**config.mk**
```make
export PLATFORM = sky130hd
export DESIGN_NAME = afe_thresh_cmp
export DESIGN_NICKNAME = d
export VERILOG_FILES = /design/src/rtl/afe_pkg.sv /design/src/rtl/pwm_duty_cap.sv /design/src/rtl/afe_thresh_cmp.sv
export SDC_FILE = /design/constraint.sdc
export NUM_CORES = 1
export LEC_CHECK = 0
export BUFFER_PORTS_ARGS = -buffer_cell sky130_fd_sc_hd__clkbuf_2
export CORE_MARGIN = 2
export CORE_UTILIZATION = 50
export DETAILED_ROUTE_END_ITERATION = 10
export GPL_ROUTABILITY_DRIVEN = 1
export GPL_TIMING_DRIVEN = 0
export HOLD_SLACK_MARGIN = 0.1
export PLACE_DENSITY = 0.8
export SLEW_MARGIN = 20
export SYNTH_ARGS = -nofsm -noshare
export SYNTH_HDL_FRONTEND = slang
export SYNTH_SLANG_ARGS = --single-unit
```
**constraint.sdc**
```tcl
create_clock -name smpl_clk -period 4.7 [get_ports smpl_clk]
set_clock_uncertainty 0.15 [all_clocks]
set_input_delay 0.705 -clock smpl_clk [delete_from_list [all_inputs] [get_ports smpl_clk]]
set_output_delay 0.705 -clock smpl_clk [all_outputs]
set_load 0.05 [all_outputs]
```
**src/rtl/afe_pkg.sv**
```systemverilog
// Purpose : shared defaults and capture-state type for the AFE threshold comparator.
// Latency : n/a (constants and types only).
// Backpressure: n/a.
package afe_pkg;

  localparam int         DW_DEF      = 8;
  localparam int         CW_DEF      = 10;
  localparam logic [7:0] VIL_RST_DEF = 8'h55;
  localparam logic [7:0] VIH_RST_DEF = 8'hAA;

  // PWM capture FSM: IDLE waits for the first rise, HIGH measures, LOW waits for the next rise.
  typedef enum logic [1:0] {
    IDLE = 2'd0,
    HIGH = 2'd1,
    LOW  = 2'd2
  } cap_state_t;

endpackage

```
**src/rtl/pwm_duty_cap.sv**
```systemverilog
// Purpose : measure the high time of an asynchronous PWM and turn it into a DW-bit threshold.
// Latency : threshold updates 3 clocks after the PWM falling edge (2-flop sync + capture).
// Backpressure: none; free-running, one capture per complete high pulse.
//
// Ports:
//   clk   - sample clock, rising edge
//   rst_n - synchronous active-low reset
//   pwm   - asynchronous PWM input
//   thr   - captured threshold, top DW bits of the high-time count
module pwm_duty_cap
  import afe_pkg::*;
#(
  parameter int          DW      = DW_DEF,
  parameter int          CW      = CW_DEF,
  parameter logic [DW-1:0] THR_RST = '0
) (
  input  logic          clk,
  input  logic          rst_n,
  input  logic          pwm,
  output logic [DW-1:0] thr
);

  logic          sync1;
  logic          sync2;
  logic          sync_d;
  logic [2:0]    warm;
  logic          rise;
  logic          fall;
  cap_state_t    state;
  logic [CW-1:0] cnt;

  // Edges are only trusted once sync2 and sync_d both hold real input samples.
  // Without this, a PWM that is already high when reset releases would look
  // like a fresh rise and a partial pulse would be captured as a threshold.
  assign rise = warm[2] &  sync2 & ~sync_d;
  assign fall = warm[2] & ~sync2 &  sync_d;

  always_ff @(posedge clk) begin
    if (!rst_n) begin
      sync1  <= 1'b0;
      sync2  <= 1'b0;
      sync_d <= 1'b0;
      warm   <= '0;
      state  <= IDLE;
      cnt    <= '0;
      thr    <= THR_RST;
    end else begin
      sync1  <= pwm;
      sync2  <= sync1;
      sync_d <= sync2;
      warm   <= {warm[1:0], 1'b1};

      case (state)
        IDLE: begin
          if (rise) begin
            state <= HIGH;
            cnt   <= CW'(1);
          end
        end
        HIGH: begin
          if (fall) begin
            state <= LOW;
            thr   <= cnt[CW-1 -: DW];
          end else if (sync2 && (cnt != '1)) begin
            // Saturate rather than wrap so over-long pulses read as full scale.
            cnt <= cnt + CW'(1);
          end
        end
        LOW: begin
          if (rise) begin
            state <= HIGH;
            cnt   <= CW'(1);
          end
        end
        default: begin
          state <= IDLE;
        end
      endcase
    end
  end

endmodule

```
**src/rtl/afe_thresh_cmp.sv**
```systemverilog
// Purpose : per-channel window comparator against PWM-programmed low/high thresholds.
// Latency : 1 clock from smpl_vld to out_vld; thresholds 3 clocks after PWM fall.
// Backpressure: none; results hold while smpl_vld is low.
//
// Ports:
//   smpl_clk         - single clock, rising edge
//   rst_n            - synchronous active-low reset
//   VIL_PWM, VIH_PWM - asynchronous PWMs whose duty sets VIL / VIH
//   smpl_vld, smpl   - sample strobe and NCH packed DW-bit samples (ch i at [i*DW +: DW])
//   chL, chH         - registered per-channel results: smpl >= VIL, smpl > VIH
//   out_vld          - smpl_vld delayed one clock
//   VIL, VIH         - current thresholds
//   thr_err          - registered VIL > VIH flag (informational, compares still run)
module afe_thresh_cmp
  import afe_pkg::*;
#(
  parameter int            NCH     = 5,
  parameter int            DW      = DW_DEF,
  parameter int            CW      = CW_DEF,
  parameter logic [DW-1:0] VIL_RST = VIL_RST_DEF,
  parameter logic [DW-1:0] VIH_RST = VIH_RST_DEF
) (
  input  logic              smpl_clk,
  input  logic              rst_n,
  input  logic              VIL_PWM,
  input  logic              VIH_PWM,
  input  logic              smpl_vld,
  input  logic [NCH*DW-1:0] smpl,
  output logic [NCH-1:0]    chL,
  output logic [NCH-1:0]    chH,
  output logic              out_vld,
  output logic [DW-1:0]     VIL,
  output logic [DW-1:0]     VIH,
  output logic              thr_err
);

  logic [NCH-1:0] lo_cmp;
  logic [NCH-1:0] hi_cmp;

  pwm_duty_cap #(
    .DW      (DW),
    .CW      (CW),
    .THR_RST (VIL_RST)
  ) u_vil (
    .clk   (smpl_clk),
    .rst_n (rst_n),
    .pwm   (VIL_PWM),
    .thr   (VIL)
  );

  pwm_duty_cap #(
    .DW      (DW),
    .CW      (CW),
    .THR_RST (VIH_RST)
  ) u_vih (
    .clk   (smpl_clk),
    .rst_n (rst_n),
    .pwm   (VIH_PWM),
    .thr   (VIH)
  );

  // Compares use the registered thresholds, so a capture landing on the same
  // edge as a sample is seen only by the following sample.
  always_comb begin
    lo_cmp = '0;
    hi_cmp = '0;
    for (int i = 0; i < NCH; i++) begin
      lo_cmp[i] = (smpl[i*DW +: DW] >= VIL);
      hi_cmp[i] = (smpl[i*DW +: DW] >  VIH);
    end
  end

  always_ff @(posedge smpl_clk) begin
    if (!rst_n) begin
      chL     <= '0;
      chH     <= '0;
      out_vld <= 1'b0;
      thr_err <= 1'b0;
    end else begin
      out_vld <= smpl_vld;
      thr_err <= (VIL > VIH);
      if (smpl_vld) begin
        chL <= lo_cmp;
        chH <= hi_cmp;
      end
    end
  end

endmodule

```
# Word-level counts from Yosys, hierarchy flattened
# Index checks and enable logic that the tools add are counted.
# word_totals
mem_bits_ro	0
mem_bits_rw	0
input_bits	45
out_inout_bits	28
latch_bits	0
n_memories	0
wordCells	89
reg_bits	64
# classes
n_lt_le_gt_ge	11
n_addsub	2
n_bitwise	12
reduce_logical	14
div	0
mux	16
shifts	0
n_mul	0
n_eq_ne	14
# ops
cell	count
10-bit 2-to-1 mux	6
8-bit > comparator	6
8-bit >= comparator	5
10-bit one-hot mux with 2 select lines	2
10-bit by 1-bit adder with 10-bit output (second input constant)	2
10-bit inequality test (second input constant)	2
2-bit by 1-bit inequality test with 1-bit output (second input constant)	6
1-bit bitwise AND	8
2-bit 2-to-1 mux	4
2-bit one-hot mux with 2 select lines	2
2-bit AND reduction	4
4-bit AND reduction	2
2-bit by 1-bit == test with 1-bit output (second input constant)	2
2-bit == test (second input constant)	2
2-bit zero test	2
2-bit inequality test (second input constant)	2
1-bit inverter	4
2-bit nonzero test	2
2-bit OR reduction	2
1-bit logical AND	2
1-bit 2-to-1 mux	2

# Logic depth before layout (Yosys ltp)
# Gate-level depths: netlist of the first run.
# logic_depth
ltp_word	5
depth_mapped	7
depth_no_buf	7

# Cells and area by module
# Synthesis of the first run repeated with hierarchy kept, for this count alone.
# hier_totals
hier_cells	523
area_unflattened_um2	4526.8
# modules_own_cells
module	cells_per_inst	seq_area_each_um2	area_each_um2	instances
afe_thresh_cmp	267	240.2	2302.2	1
pwm_duty_cap	128	520.5	1112.3	2

# Worst setup path after synthesis of the first run
# No wires, ideal clock.
# synth_timing
path_type	reg-to-reg
start	register u_vih.thr[5]
end	register chH[0]
stages_incl_launch_ff	7
n_path_buf	0
slack_ps	2488
arrival_ps	1926
setup_ps	136
synth_period_minus_slack_ps	2212
required_ps	4414
cell_sequence	dfxtp_1 inv_1 ha_1 a21o_1 a21o_1 a2111oi_0 a211oi_1
# synth_between
elab_chain_cells	1
# synth_lines
element	line_no	text
from (decl)	pwm_duty_cap.sv:20	output logic [DW-1:0] thr
from (signal assigned)	pwm_duty_cap.sv:63	thr <= cnt[CW-1 -: DW];
8-bit > comparator	afe_thresh_cmp.sv:69	hi_cmp[i] = (smpl[i*DW +: DW] > VIH);
to (signal assigned)	afe_thresh_cmp.sv:84	chH <= hi_cmp;
to (decl)	afe_thresh_cmp.sv:30	output logic [NCH-1:0] chH,
# No other way between the ends.
# A chain may end at the register's enable or synchronous reset.

# Worst setup path after layout of the first run
# layout_timing
start	register u_vih.thr[5]
end	register chH[1]
# Same word-level chain as after synthesis.

==> impl_metrics.csv, run 1 <==
group,metric,value,unit
floorplan,die_w,97.5,µm
synth,synth_edf_count,0,
power,irDropWorstVdd,0.174,mV
timing,rsz0062_at_grt,"false",
worst_setup_path,critPathKind,"reg -> reg",
worst_setup_path,cp.arrival,2.25,ns
place,place_hpwl,9.26,mm
synth,ys.flop_type,"dfxtp_1",
synth,synth_area,4370,µm²
synth,ys_seq_elements,61,
timing,min_period,2.19,ns
final_layout,layoutNonFillerInstCount,698,
floorplan,placeableCoreArea,8590,µm²
synth,synth_top_area_cell,"dfxtp_1",
cts,cts_resized,0,
global_route,grt_start_max_net_pins,13,
final_layout,fin_util,58.8,%
timing,worstMarginPinSlew,0.572,ns
outcome,status,"completed",
cts,clockRootBuffer,"clkbuf_8",
power,total_power,1.14,mW
synth,synth_area_per_cell,8.71,µm²
timing,final.setup.tns,0,ns
floorplan,die_h,97.5,µm
floorplan,fp-row-count,34,
routing,drt_iter0_drc,386,
cts,clkLatencyLatePin,0.35,ns
routing,drtPass1Iterations,5,
worst_setup_path,worst-path-stages,6,
timing,slew_viol_final,0,
global_route,grt_pass1_wl,19.7,mm
worst_setup_path,crit_chain,"inv_1 > ha_1 > a21o_1 > a21o_1 > a2111oi_0 > a211oi_1",
global_route,first_global_vias,4142,
worst_setup_path,max_stage_delay,0.50,ns
synth,ys_types,49,
final_layout,nFillCells,769,
worst_setup_path,cp.buffers_inverters,1,
cts,holdBufCountCts,0,
place,place_ws,2.34,ns
routing,finalWirelength,12.3,mm
synth,yosysWarnings,0,
global_route,grtUsageTotal,25.8,%
final_layout,n_antenna_cell,0,
cts,htree_levels,3,
global_route,antenna_found_initial,0,
worst_setup_path,crit_fanout,7,
timing,worst_slack,2.51,ns
synth,synthCells,502,
floorplan,initial_utilization,50.9,%
worst_setup_path,critPathCaptureType,"register",
worst_hold_path,hp-class,"reg -> reg",
timing,hold_violations,0,
cts,cts_tree,"done",
routing,drc,0,
worst_setup_path,r2r_cells,6,
place,place_area,4870,µm²
synth,yosys-top-cells-area,"dfxtp_1, ha_1, a21oi_1, o21ai_0, nand2_1",
worst_setup_path,crit_path_top_delay_cell,"a2111oi_0",
worst_hold_path,min_path_cells,1,
timing,setup_viol,0,
final_layout,final_cell_area,5050,µm²
floorplan,die_area,9510,µm²
final_layout,layout-drive-gt1-share,16.9,%
cts,clk_pin_slew_worst_paths,0.08,ns
final_layout,fin_nets,720,
floorplan,ios,73,
timing,fmax,456,MHz
routing,via_count,4263,
worst_setup_path,critical_path.startpoint_type,"register",
synth,syn-num-nets,637,
place,port_buffers,72,
power,p_per_area,225,nW/µm²
place,dp.cells,682,
routing,via_per_inst,6.11,
place,gp_congestion,0.962,
power,cellLeakagePower,2.30,nW
flow_run,maxCapViolCount,0,
cts,clk_path_buf_depth,2,
routing,postRouteAntennaNets,0,
cts,cts.sinks,61,
synth,yosysSeqAreaShare,27.9,%
worst_setup_path,crit_path_frequent_cell,"a21o_1",
cts,cts_setup_buffers,0,
timing,slew_headroom,61.9,%
cts,numCtsBuffers,9,
synth,synth.top_cell.area_share,27.9,%
worst_setup_path,cpLargestDelayFamily,"compound AO/OA/AOI/OAI gates",
global_route,grt_overflow,0,
timing,final.period_utilization,46.6,%
final_layout,area_growth,15.5,%
timing,whs,0.284,ns
routing,avgRoutedWirePerCell,17.6,µm
synth,synthArstFlopShare,0,%
worst_setup_path,worst_ep_required_time,4.75,ns
-- cell usage after synthesis, drive strengths merged (6+ instances only) --
cell and instances:
a211oi 8, a21o 17, a21oi 38, a41oi 6, and2 10, buf 8, clkbuf 8, dfxtp 61
ha 90, inv 24, mux2i 7, nand2 35, nand2b 7, nand3 17, nand4 20, nand4b 9
nor2 25, nor2b 21, o211ai 15, o21ai 29
-- routing by layer --
layer | vias to the layer above | global-route usage, % | wire length [µm]
li1 | 2054 | - | -
met2 | 202 | 42.9 | 5800
met5 | - | 0 | 0
met4 | 0 | 14.0 | 421
met3 | 39 | 4.24 | 891
met1 | 1968 | 31.9 | 5170
-- sequential cells by signal (all words and copies together) (netlist names), 2 cells and up --
signal and count:
chH 5, chL 5, u_vih.cnt 10, u_vih.state 2, u_vih.thr 8, u_vih.warm 3
u_vil.cnt 10, u_vil.state 2, u_vil.thr 8
-- layout by cell type, fill, tap and decap left out, types with 5 or more instances in the layout --
cell / instances
a2111oi_0: 5
clkbuf_2: 72
mux2i_1: 7
and2_1: 10
o21ai_0: 28
a41oi_1: 6
clkbuf_1: 8
o211ai_1: 15
nand4b_1: 9
nand4_1: 20
nor2_1: 25
nand3_1: 17
a21o_1: 17
nand2b_1: 7
ha_1: 90
nand2_1: 35
inv_1: 24
nor2b_1: 21
a211oi_1: 8
clkbuf_8: 10
dfxtp_1: 61
buf_2: 5
a21oi_1: 38
or4_1: 5
-- final timing paths --
check | to | startpoint | slack, ns
setup / recovery | chH[1] | u_vih.thr[5] | 2.51
hold / removal | u_vil.sync2 | u_vil.sync1 | 0.28
setup reg to reg | chH[1] | u_vih.thr[5] | 2.51
hold reg to reg | u_vil.sync2 | u_vil.sync1 | 0.28
-- layout make-up --
cell class | count | area, µm² | share of cell area [%]
clock inverter | 6 | 45.0 | 0.892
buffer | 16 | 73.8 | 1.46
clock buffer | 10 | 138 | 2.72
inverter | 25 | 93.8 | 1.86
multi-input combinational | 400 | 2980 | 59.1
sequential | 61 | 1220 | 24.2
tap | 108 | 135 | 2.68
timing repair buffer | 72 | 360 | 7.13
-- power by group --
group / internal, mW / switching (mW) / total, mW
registers: 0.526 / 0.00635 / 0.533
logic: 0.0608 / 0.0946 / 0.155
clock network: 0.210 / 0.238 / 0.449
total: 0.797 / 0.339 / 1.14
-- worst reg2reg max path, cell delays in order, from the launching register on --
cell,delay (ns)
dfxtp_1,0.32
inv_1,0.32
ha_1,0.33
a21o_1,0.16
a21o_1,0.16
a2111oi_0,0.50
a211oi_1,0.11
-- logic make-up after synthesis --
group	after synthesis	synth area share, %
adder cells (fa/ha/maj)	90	25.8
flip-flops	61	27.9
buffers and inverters	41	3.83
multiplexers	7	1.60
AO/OA/AOI/OAI	136	20.0
AND/OR/NAND/NOR	167	20.9
Note: power is estimated with default switching activity, not from simulation.
==> inputs of run 2 (changes only) <==
--- a/config.mk
+++ b/config.mk
@@ -5,6 +5,7 @@
 export SDC_FILE = /design/constraint.sdc
 export NUM_CORES = 1
 export LEC_CHECK = 0
+export ABC_AREA = 1
 export BUFFER_PORTS_ARGS = -buffer_cell sky130_fd_sc_hd__clkbuf_2
 export CORE_MARGIN = 2
 export CORE_UTILIZATION = 50
==> constraint.sdc (replaced) <==
create_clock -name smpl_clk -period 2.3 [get_ports smpl_clk]
set_clock_uncertainty 0.15 [all_clocks]
set_input_delay 0.345 -clock smpl_clk [delete_from_list [all_inputs] [get_ports smpl_clk]]
set_output_delay 0.345 -clock smpl_clk [all_outputs]
set_load 0.05 [all_outputs]
==> run 2 against run 1 <==
Net effect:
- cell count rose by 23%
- worst hold slack got worse by 0.11 ns
- synthesized cell count rose by 31%
- worst setup slack got worse by 2.2 ns
- combinational power rose by 130%
- critical path depth did not move
- sequential share of layout area fell by 1.6 points
==> impl_metrics.csv, run 2 <==
group,metric,value,unit
cts,cts_tree,"done",
flow_run,maxCapViolCount,0,
synth,netlist_top_cells_count,"nand2_1, ha_1, inv_1, a21oi_1, nor2_1",
final_layout,n_antenna_cell,0,
final_layout,layout-drive-gt1-share,16.3,%
synth,syn-num-nets,791,
worst_setup_path,crit_fanout,10,
timing,whs,0.172,ns
worst_setup_path,worst_ep_required_time,2.44,ns
floorplan,fp-row-count,35,
synth,yosys-top-cells-area,"dfxtp_1, ha_1, nand2_1, a21oi_1, inv_1",
synth,synth.top_cell.area_share,26.2,%
routing,drc,0,
cts,htree_levels,3,
routing,postRouteAntennaNets,0,
worst_setup_path,startpoint,"rst_n",
cts,holdBufCountCts,3,
final_layout,layout_common_cells,"nand2_1, ha_1, inv_1",
timing,fmax,502,MHz
place,gp_congestion,0.937,
timing,hold_violations,0,
global_route,grt_overflow,0,
timing,slew_headroom,61.2,%
synth,synth_area,4650,µm²
cts,clk_path_buf_depth,2,
worst_setup_path,cp.arrival,2.13,ns
final_layout,fin_nets,877,
outcome,status,"completed",
floorplan,die_h,100,µm
synth,synth_area_per_cell,7.10,µm²
global_route,antenna_found_initial,0,
worst_setup_path,critPathCaptureType,"register",
timing,min_period,1.99,ns
floorplan,initial_utilization,50.9,%
timing,setup_viol,0,
final_layout,fin_util,59.1,%
power,cellLeakagePower,2.77,nW
timing,final.period_utilization,86.6,%
synth,ys_types,29,
timing,final.setup.tns,0,ns
power,irDropWorstVdd,0.347,mV
floorplan,die_w,100,µm
timing,slew_viol_final,0,
worst_hold_path,min_from,"smpl_vld",
synth,synth_most_common_cell,"nand2_1",
cts,numCtsBuffers,9,
routing,via_count,4637,
global_route,grtUsageTotal,25.9,%
synth,ys.flop_type,"dfxtp_1",
floorplan,ios,73,
routing,finalWirelength,12.5,mm
global_route,grt_pass1_wl,20.7,mm
routing,drtPass1Iterations,5,
routing,via_per_inst,5.40,
final_layout,area_growth,16.2,%
synth,yosysWarnings,0,
floorplan,placeableCoreArea,9150,µm²
cts,cts_setup_buffers,0,
timing,rsz0062_at_grt,"false",
final_layout,final_common_cell,"nand2_1",
routing,avgRoutedWirePerCell,14.5,µm
worst_hold_path,hp-class,"in -> reg",
synth,synth_edf_count,0,
place,place_hpwl,9.80,mm
synth,synthCells,656,
global_route,grt_start_max_net_pins,11,
cts,cts_resized,0,
final_layout,top_regs,"u_vih.cnt: 10 flops, u_vil.cnt: 10 flops",
floorplan,die_area,10100,µm²
power,p_per_area,472,nW/µm²
place,port_buffers,72,
synth,synth_top_area_cell,"dfxtp_1",
cts,clkLatencyLatePin,0.36,ns
synth,ys_seq_elements,61,
worst_setup_path,critPathKind,"in -> reg",
cts,clockRootBuffer,"clkbuf_8",
cts,clk_pin_slew_worst_paths,0.07,ns
global_route,first_global_vias,4627,
worst_setup_path,r2r-start,"u_vil.cnt[0]",
synth,yosysSeqAreaShare,26.2,%
routing,drt_iter0_drc,171,
timing,worstMarginPinSlew,0.582,ns
synth,synthArstFlopShare,0,%
cts,cts.sinks,61,
worst_setup_path,critical_path.startpoint_type,"input port",
## run 2: layout make-up
type	count	area (µm²)
buffer	15	114
clock buffer	12	155
clock inverter	4	70.1
fill	838	3740
inverter	86	323
multi-input combinational	494	3000
sequential	61	1220
tap	111	139
timing repair buffer	75	390
## run 2: cells by family after synthesis
kind of cell,after synthesis,share of synthesized area [%]
AOI/OAI and AO/OA,121,13.8
adders and majority gates,90,24.2
buffers and inverters,101,9.38
DFF,61,26.2
and+or+nand+nor,283,26.4
## run 2: where the power goes
part,internal (mW),total [mW],switching [mW],leakage [nW]
logic,0.138,0.361,0.223,2.15
clock network,0.666,1.10,0.431,0.116
registers,1.08,1.10,0.0176,0.496
## run 2: per-stage QoR
step	instance area [µm²]	std cells	setup slack [ns]	power (mW)
finish	5410	858	0.308	2.56
global route	5410	858	0.167	2.66
CTS	5410	858	0.250	2.56
detailed placement	5150	839	0.438	1.47
global placement	5150	839	0.484	1.45
floorplan	4650	656	0.450	1.35
## run 2: worst paths after layout
| path | end | slack (ns) | depth (start not counted) |
|---|---|---|---|
| worst max register to register | u_vil.cnt[6] | 0.51 | 10 |
| worst min-delay path | out_vld | 0.17 | 3 |
| worst max-delay path | u_vil.cnt[0] | 0.31 | 6 |
| worst min register to register | u_vih.warm[1] | 0.26 | 2 |
## run 2: metal layers
metal  track usage [%]  vias up  share of wire [%]
met2              47.0      130                 50
met1              29.7     2145                 43
li1                  -     2332                  -
met4              12.0        0                3.3
met5                 0        -                  0
met3              4.02       30                4.7
## run 2: worst max-delay path: stages
cell and delay, ns:
dlygate4sd3_1 0.52, clkbuf_2 0.18, clkbuf_1 0.42, clkbuf_1 0.48
nand2_1 0.10, nor2_1 0.09
==> inputs of run 3 (changes only) <==
--- a/config.mk
+++ b/config.mk
@@ -7,13 +7,14 @@
 export LEC_CHECK = 0
 export ABC_AREA = 1
 export BUFFER_PORTS_ARGS = -buffer_cell sky130_fd_sc_hd__clkbuf_2
+export CAP_MARGIN = 20
 export CORE_MARGIN = 2
 export CORE_UTILIZATION = 50
 export DETAILED_ROUTE_END_ITERATION = 10
 export GPL_ROUTABILITY_DRIVEN = 1
 export GPL_TIMING_DRIVEN = 0
 export HOLD_SLACK_MARGIN = 0.1
-export PLACE_DENSITY = 0.8
+export PLACE_DENSITY_LB_ADDON = 0.25
 export SLEW_MARGIN = 20
 export SYNTH_ARGS = -nofsm -noshare
 export SYNTH_HDL_FRONTEND = slang
==> run 3 against run 2 <==
Net effect:
- worst hold slack improved by 0.019 ns
- clock power shrank 8%
- largest power group unchanged
- critical path depth stayed put
- maximum frequency is 4.3% higher
- combinational power down 2%
- register-to-register slack improved by 0.02 ns
- design area decreased by 0.25%
- non-clock buffer count did not move
- worst setup slack improved by 0.082 ns
==> impl_metrics.csv, run 3 (synthesis results as in run 2) <==
group,metric,value,unit
worst_setup_path,startpoint,"rst_n",
worst_setup_path,crit_path_top_delay_cell,"dlygate4sd3_1",
timing,setup_viol,0,
global_route,grtUsageTotal,24.9,%
routing,drc,0,
routing,finalWirelength,12.0,mm
timing,rsz0062_at_grt,"false",
floorplan,die_area,10100,µm²
worst_setup_path,r2r-start,"u_vih.thr[7]",
floorplan,initial_utilization,50.9,%
place,port_buffers,72,
place,gp_congestion,0.918,
worst_setup_path,cp.arrival,2.03,ns
global_route,grt_overflow,0,
power,cellLeakagePower,2.76,nW
place,place_ws,0.530,ns
worst_setup_path,critPathCaptureType,"register",
worst_setup_path,r2r_end,"chH[1]",
worst_hold_path,hp-class,"in -> reg",
cts,clk_pin_slew_worst_paths,0.07,ns
final_layout,fin_nets,877,
outcome,status,"completed",
timing,worst_slack,0.390,ns
final_layout,final_common_cell,"nand2_1",
worst_setup_path,critical_path.startpoint_type,"input port",
cts,cts.sinks,61,
routing,postRouteAntennaNets,0,
final_layout,layout-drive-gt1-share,16.3,%
routing,drtPass1Iterations,6,
final_layout,register_area,1220,µm²
final_layout,n_antenna_cell,0,
floorplan,die_h,100,µm
timing,slew_headroom,60.4,%
power,p_switching,656,µW
floorplan,fp-row-count,35,
floorplan,die_w,100,µm
timing,whs,0.191,ns
final_layout,multi_input_area,3000,µm²
cts,clk_path_buf_depth,2,
global_route,grt_pass1_wl,19.8,mm
power,internal_power,1.80,mW
global_route,grt_start_max_net_pins,11,
power,p_per_area,456,nW/µm²
final_layout,top_regs,"u_vih.cnt: 10 flops, u_vil.cnt: 10 flops",
power,total_power,2.46,mW
cts,clockRootBuffer,"clkbuf_8",
routing,via_count,4484,
timing,min_period,1.91,ns
cts,cts_tree,"done",
flow_run,maxCapViolCount,0,
worst_setup_path,worst_ep_required_time,2.42,ns
power,pwr-share-comb,14.4,%
power,irDropWorstVdd,0.450,mV
timing,final.period_utilization,83.1,%
power,p_sw_share,26.7,%
worst_setup_path,crit_path_frequent_cell,"clkbuf_1",
routing,via_per_inst,5.23,
timing,hold_violations,0,
final_layout,area_growth,15.9,%
cts,clkLatencyLatePin,0.34,ns
worst_setup_path,crit_path_end,"u_vil.cnt[0]",
cts,htree_levels,3,
final_layout,nFillCells,860,
timing,worstMarginPinSlew,0.594,ns
floorplan,ios,73,
worst_setup_path,crit_fanout,10,
worst_setup_path,crit_chain,"dlygate4sd3_1 > clkbuf_2 > clkbuf_1 > clkbuf_1 > nand2_1 > nor2_1",
place,place_area,5150,µm²
timing,final.setup.tns,0,ns
worst_setup_path,max_stage_delay,0.52,ns
power,p_seq_share,44.6,%
timing,fmax,523,MHz
worst_setup_path,r2r_slack,0.53,ns
final_layout,layout_common_cells,"nand2_1, ha_1, inv_1",
routing,drt_iter0_drc,169,
final_layout,final_cell_area,5400,µm²
cts,numCtsBuffers,9,
global_route,first_global_vias,4378,
worst_setup_path,critPathKind,"in -> reg",
routing,avgRoutedWirePerCell,14.0,µm
worst_setup_path,r2r_cells,7,
floorplan,placeableCoreArea,9150,µm²
place,place_hpwl,9.55,mm
global_route,antenna_found_initial,0,
power,clkPwrFrac,41.0,%
timing,slew_viol_final,0,
==> run 3: changes by cell type in the layout (fill, tap and decap cells not counted), sizes merged <==
cell	previous run	this run
bufinv	2	1
clkbuf	90	91
clkinv	2	1
clkinvlp	0	1
==> run 3: per-stage QoR <==
step | util, % | instances
5_1_grt | 58.9 | 858
3_3_place_gp | 56.3 | 839
2_1_floorplan | - | 656
4_1_cts | 58.9 | 858
6_report | 58.9 | 858
3_5_place_dp | 56.3 | 839
==> run 3: cell type report <==
cell class	instances	share of cell area, %
flip-flops and latches	61	22.6
inverters	86	5.98
multi-input cells	494	55.5
repair buffers	75	7.24
plain buffers	15	2.11
clock inverters	3	0.788
well taps	111	2.57
clock buffers	13	3.13
==> run 3: metal layers <==
layer  vias up  routed length, µm  GRT usage [%]  part of all wire (%)
met5         -                  0              0                     0
met4         0                375           10.7                   3.1
met3        22                415           4.30                   3.5
met2       106               5970           45.5                    50
met1      2026               5230           28.3                    44
li1       2330                  -              -                     -
==> run 3: critical path, delay by kind of cell <==
family                 cells  cell delay (ns)
buffers and inverters      4             1.49
AND/OR/NAND/NOR            2             0.19
==> run 3: power groups by stage <==
stage               Clock, mW  Sequential [mW]  Combinational (mW)
detailed placement          0             1.12               0.351
CTS                      1.03             1.10               0.356
floorplan                   0             1.16               0.188
global placement            0             1.12               0.335
global route             1.07             1.10               0.407
finish                   1.01             1.10               0.355
==> run 3: how the worst min path moves through the flow <==
stage	start	end	slack, ns	cells after the start
3_5_place_dp	u_vih.warm[1]	u_vih.warm[2]	0.25	2
2_1_floorplan	rst_n	u_vih.warm[0]	0.22	0
3_3_place_gp	u_vil.sync1	u_vil.sync2	0.24	2
5_1_grt	smpl_vld	out_vld	0.22	3
6_report	smpl_vld	out_vld	0.19	3
4_1_cts	smpl_vld	out_vld	0.18	3
==> run 3: what timing repair did <==
action / 4_1_cts / 5_1_grt
endpoints found under the hold margin: 3 / 0
resized for setup: 0 / 0
buffers inserted: 0 / 0
hold buffers: 3 / 0
